$ cat config.mk
export PLATFORM = sky130hd
export DESIGN_NAME = alu_serial
export DESIGN_NICKNAME = d
export VERILOG_FILES = /design/src/rtl/alu_serial.sv
export SDC_FILE = /design/constraint.sdc
export NUM_CORES = 1
export LEC_CHECK = 0
export ABC_AREA = 0
export BUFFER_PORTS_ARGS = -buffer_cell sky130_fd_sc_hd__buf_2
export CORE_MARGIN = 8
export CORE_UTILIZATION = 40
export CTS_CLUSTER_DIAMETER = 100
export DETAILED_ROUTE_END_ITERATION = 16
export GPL_TIMING_DRIVEN = 0
export PLACE_DENSITY = 0.65
export SLEW_MARGIN = 20
export SYNTH_ARGS = -nofsm -noshare
export SYNTH_HDL_FRONTEND = slang
export SYNTH_SLANG_ARGS = --single-unit
export TNS_END_PERCENT = 100
$ cat constraint.sdc
create_clock -name clk -period 2.9 [get_ports clk]
set_input_delay 0.29 -clock clk [delete_from_list [all_inputs] [get_ports clk]]
set_output_delay 0.29 -clock clk [all_outputs]
set_load 0.02 [all_outputs]
$ cat src/rtl/alu_serial.sv
// alu_serial: slice-serial ALU. A WIDTH-bit operation is processed one
// SLICE-bit slice per clock, LSB slice first, through one shared slice
// datapath. The carry is held in a register between slices.
//
// Parameters: WIDTH (operand width), SLICE (bits per cycle); NS = WIDTH/SLICE.
// Ports:
//   clk, reset         clock, synchronous active-high reset
//   start              request, sampled only while idle
//   A, B, Ai, Bi, Kin, M  operands, invert flags, carry-in and mode,
//                      all captured on an accepted start
//   busy               operation in progress
//   done               one-cycle pulse, result valid
//   Out, Kout          result register and carry out of the top slice
//   Zero, ZeroSlice    whole-word and per-slice zero flags from Out
// Optional: define ALU_SERIAL_OVF_EN to add the registered Ovf output
// (signed overflow in add mode, 0 in logic modes).
module alu_serial #(
  parameter int WIDTH = 16,
  parameter int SLICE = 4,
  localparam int NS = WIDTH / SLICE
) (
  input  logic             clk,
  input  logic             reset,
  input  logic             start,
  input  logic [WIDTH-1:0] A,
  input  logic [WIDTH-1:0] B,
  input  logic             Ai,
  input  logic             Bi,
  input  logic             Kin,
  input  logic [1:0]       M,
  output logic             busy,
  output logic             done,
  output logic [WIDTH-1:0] Out,
  output logic             Kout,
  output logic             Zero,
  output logic [NS-1:0]    ZeroSlice
`ifdef ALU_SERIAL_OVF_EN
  ,
  output logic             Ovf
`endif
);

  localparam int CW = (NS > 1) ? $clog2(NS) : 1;
  localparam logic [CW-1:0] LAST = CW'(NS - 1);

  typedef enum logic {IDLE, RUN} state_t;
  state_t state, state_nxt;

  // Operand registers shift right by one slice per RUN cycle so the
  // current slice is always at the bottom.
  logic [WIDTH-1:0] a_q, b_q;
  logic [1:0]       m_q;
  logic             carry;
  logic [CW-1:0]    cnt;

  logic accept, last;
  assign accept = (state == IDLE) && start;
  assign last   = (state == RUN) && (cnt == LAST);

  // FSM
  always_ff @(posedge clk) begin
    if (reset) state <= IDLE;
    else       state <= state_nxt;
  end

  always_comb begin
    state_nxt = state;
    case (state)
      IDLE: if (start) state_nxt = RUN;
      RUN:  if (cnt == LAST) state_nxt = IDLE;
      default: state_nxt = IDLE;
    endcase
  end

  // Slice datapath
  logic [SLICE-1:0] sa, sb, s_res;
  logic             s_cout, c;
`ifdef ALU_SERIAL_OVF_EN
  logic             c_msb, s_ovf;
`endif

  assign sa = a_q[SLICE-1:0];
  assign sb = b_q[SLICE-1:0];

  always_comb begin
    s_res  = '0;
    s_cout = 1'b0;
    c      = carry;
`ifdef ALU_SERIAL_OVF_EN
    c_msb  = 1'b0;
    s_ovf  = 1'b0;
`endif
    case (m_q)
      2'b00: begin
        for (int i = 0; i < SLICE; i++) begin
          s_res[i] = sa[i] ^ sb[i] ^ c;
`ifdef ALU_SERIAL_OVF_EN
          if (i == SLICE - 1) c_msb = c;
`endif
          c = (sa[i] & sb[i]) | (c & (sa[i] ^ sb[i]));
        end
        s_cout = c;
`ifdef ALU_SERIAL_OVF_EN
        s_ovf  = c_msb ^ c;
`endif
      end
      2'b01:   s_res = sa & sb;
      2'b10:   s_res = sa | sb;
      default: s_res = sa ^ sb;
    endcase
  end

  // Sequencing and result registers
  always_ff @(posedge clk) begin
    if (reset) begin
      a_q   <= '0;
      b_q   <= '0;
      m_q   <= '0;
      carry <= 1'b0;
      cnt   <= '0;
      busy  <= 1'b0;
      done  <= 1'b0;
      Out   <= '0;
      Kout  <= 1'b0;
`ifdef ALU_SERIAL_OVF_EN
      Ovf   <= 1'b0;
`endif
    end else begin
      done <= 1'b0;
      if (accept) begin
        a_q   <= A ^ {WIDTH{Ai}};
        b_q   <= B ^ {WIDTH{Bi}};
        m_q   <= M;
        carry <= Kin;
        cnt   <= '0;
        busy  <= 1'b1;
      end else if (state == RUN) begin
        for (int i = 0; i < NS; i++)
          if (cnt == CW'(i)) Out[i*SLICE +: SLICE] <= s_res;
        carry <= s_cout;
        cnt   <= cnt + CW'(1);
        a_q   <= a_q >> SLICE;
        b_q   <= b_q >> SLICE;
        if (last) begin
          Kout <= s_cout;
          busy <= 1'b0;
          done <= 1'b1;
`ifdef ALU_SERIAL_OVF_EN
          Ovf  <= s_ovf;
`endif
        end
      end
    end
  end

  // Flags straight from the result register
  assign Zero = ~|Out;
  for (genvar g = 0; g < NS; g++) begin : g_zs
    assign ZeroSlice[g] = ~|Out[g*SLICE +: SLICE];
  end

endmodule

==> flow_summary.yaml <==
clock_network:
  cts_resized: 0
  cts_buffers: 9
  cts_tree: "built"
  htree_levels: 3
  clkTransAtPathRegs_ps: 60
  clock-sinks: 57
  cts_setup_buffers: 0
  cts_buffer_depth: 2
  cts_root_buf: "clkbuf_8"
  hold_buffers: 0
  worstSkewPairLatency_ps: 330
placed_design:
  place_inst: 521
  gp_congestion: 0.829
  portBuffers: 60
  detailed_place_hpwl_um: 5990
detailed_routing:
  drtIter0Drc: 76
  via_count: 2697
  dr.pass1.iters: 4
  vias_per_cell: 5.05
  ant_nets: 0
  drc_errors: 0
  detail_route.wl_per_cell_um: 14.8
  totalWireLength_um: 7890
synth:
  syn_avg_cell_area_um2: 8.71
  syn-cell-area_um2: 3130
  synth_cells: 359
  ys_ff_latch: 57
  syn_nets: 415
  synth_warnings: 0
  ys_types: 39
  ys_seq_area_share_pct: 36.5
min_path:
  hp-class: "primary input to register"
setup_path:
  worstSetupEndpointType: "register"
  path_max_fanout: 3
  crit_type: "register to register"
  crit_arrival_ps: 2920
  worstPathRequired_ps: 3160
  r2r_slack_ps: 240
  startpoint_type: "register"
global_route:
  grt_overflow: 0
  grt_pass1_wl_um: 13200
  grt_max_degree: 11
  antenna_found_initial: 0
  grtUsageTotal_pct: 14.8
  grt_pass1_vias: 2740
timing:
  period_share_pct: 91.9
  maxSlewViolCount: 0
  worst_pin_slew_ps: 581
  period_minus_slack_ps: 2660
  setup_viol: 0
  rsz0062_at_grt: "no"
  timing.setup.tns_ps: 0
  max-slew-margin-rel_pct: 61.3
  finalHoldViolCount: 0
  skew_ps: 4.14
  clock.fmax_ghz: 0.375
layout:
  fillers: 782
  nNetsFinal: 486
  post-route-util_pct: 48.9
  areaGrowthSynthToFinish_pct: 19.5
  diodes: 0
  fin_cells: 534
  drive_gt1_share_pct: 23.8
floorplanning:
  ioPinCount: 64
  core_um2: 7650
  start_util_pct: 40.9
  die_x_um: 104
  row_count: 32
  fp.dieH_um: 104
  die_area_um2: 10900
pwr:
  powerDensity_nw_per_um2: 520
  p_leak_nw: 1.58
  ir_drop_mv: 0.297
  total_power_w: 0.00194
run:
  drv_cap: 0
run_status:
  outcome: "completed"
routing by layer:
layer / vias to the layer above / track usage (%) / wire [µm]
met2: 87 / 24.7 / 3730
met4: 0 / 4.45 / 79
met5: - / 0 / 0
met3: 9 / 5.33 / 572
li1: 1390 / - / -
met1: 1211 / 17.2 / 3500
logic make-up after synthesis:
| family | share of synthesized area, % |
|---|---|
| fa+ha+maj | 7.36 |
| mux | 3.72 |
| simple gates | 15.4 |
| compound gates | 19.7 |
| buf+inv | 8.40 |
| flops | 36.5 |
| xor+xnor | 8.96 |
worst paths after layout:
check	start	end	cells after the start
worst max-delay path	a_q[0]$_SDFFE_PP0P_	Kout$_SDFFE_PP0P_	9
worst max register to register	a_q[0]$_SDFFE_PP0P_	Kout$_SDFFE_PP0P_	9
worst min register to register	a_q[5]$_SDFFE_PP0P_	a_q[1]$_SDFFE_PP0P_	2
worst min-delay path	M[1]	m_q[1]$_SDFFE_PP0P_	3
cell usage after synthesis, drive strengths merged:
cell	n	share of area, %
xnor2	32	9.0
o21bai	1	0.24
nor3	13	2.1
a211oi	8	1.9
o31ai	1	0.24
clkbuf	9	1.1
fa	4	2.6
or4	1	0.24
a211o	24	6.7
nand2	27	3.2
nand3	4	0.96
and2	1	0.20
nand2b	1	0.20
a21oi	39	6.4
and4	1	0.28
buf	20	5.4
mux2i	6	1.9
ha	12	4.8
nor2b	1	0.20
dfxtp	57	36
nand3b	4	0.96
o21ai	2	0.44
mux2	5	1.8
or2	1	0.20
inv	16	1.9
nor4	4	0.80
nor3b	1	0.24
a2111oi	4	1.4
o22ai	12	2.4
nor2	48	5.8
worst max-delay path, stage by stage, from the launching register on:
cell and delay [ps]:
dfxtp_1 360, inv_1 90, fa_1 450, fa_1 370
inv_1 80, fa_1 170, inv_1 50, fa_1 390
or4_1 490, a21oi_1 140
through the flow:
step | hold WS, ps | setup WS [ps] | instance area (µm²)
2_1_floorplan | 432 | 464 | 3130
3_3_place_gp | 436 | 167 | 3550
3_5_place_dp | 444 | 123 | 3550
4_1_cts | 202 | 81.7 | 3720
5_1_grt | 224 | 28.7 | 3740
6_report | 212 | 236 | 3740
placed cells by master (no fill, tap or decap), types with 4 or more instances in the layout:
cell type | netlist | layout
xnor2_1 | 32 | 32
a21oi_1 | 38 | 38
mux2_2 | 5 | 5
fa_1 | 4 | 4
o22ai_1 | 12 | 12
mux2i_1 | 6 | 5
dfxtp_1 | 57 | 57
inv_1 | 16 | 16
nor4_1 | 4 | 4
clkbuf_1 | 9 | 10
nand2_1 | 27 | 27
nor2_1 | 48 | 48
a211o_1 | 24 | 24
clkbuf_8 | 0 | 12
buf_2 | 10 | 70
buf_6 | 6 | 6
ha_1 | 12 | 12
nor3_1 | 13 | 13
a211oi_1 | 8 | 8
nand3b_1 | 4 | 4
final cells by class:
type	instances	area (µm²)	share of cell area, %
flip-flops and latches	57	1140	30.5
plain buffers	29	203	5.43
multi-input cells	257	1740	46.5
inverters	16	60.1	1.61
clock buffers	13	169	4.52
well taps	102	128	3.42
repair buffers	60	300	8.04
registers in the layout, indices dropped and copies added (netlist names):
name   count
carry      1
cnt        2
busy       1
state      1
Out       16
a_q       16
Kout       1
b_q       16
done       1
m_q        2
where the power goes:
part | switching (W) | total (W) | internal (W)
registers | 0.0000329 | 0.000867 | 0.000834
clock network | 0.000289 | 0.000655 | 0.000366
logic | 0.000237 | 0.000421 | 0.000184
total | 0.000559 | 0.00194 | 0.00138
Note: power is estimated with default switching activity, not from simulation.
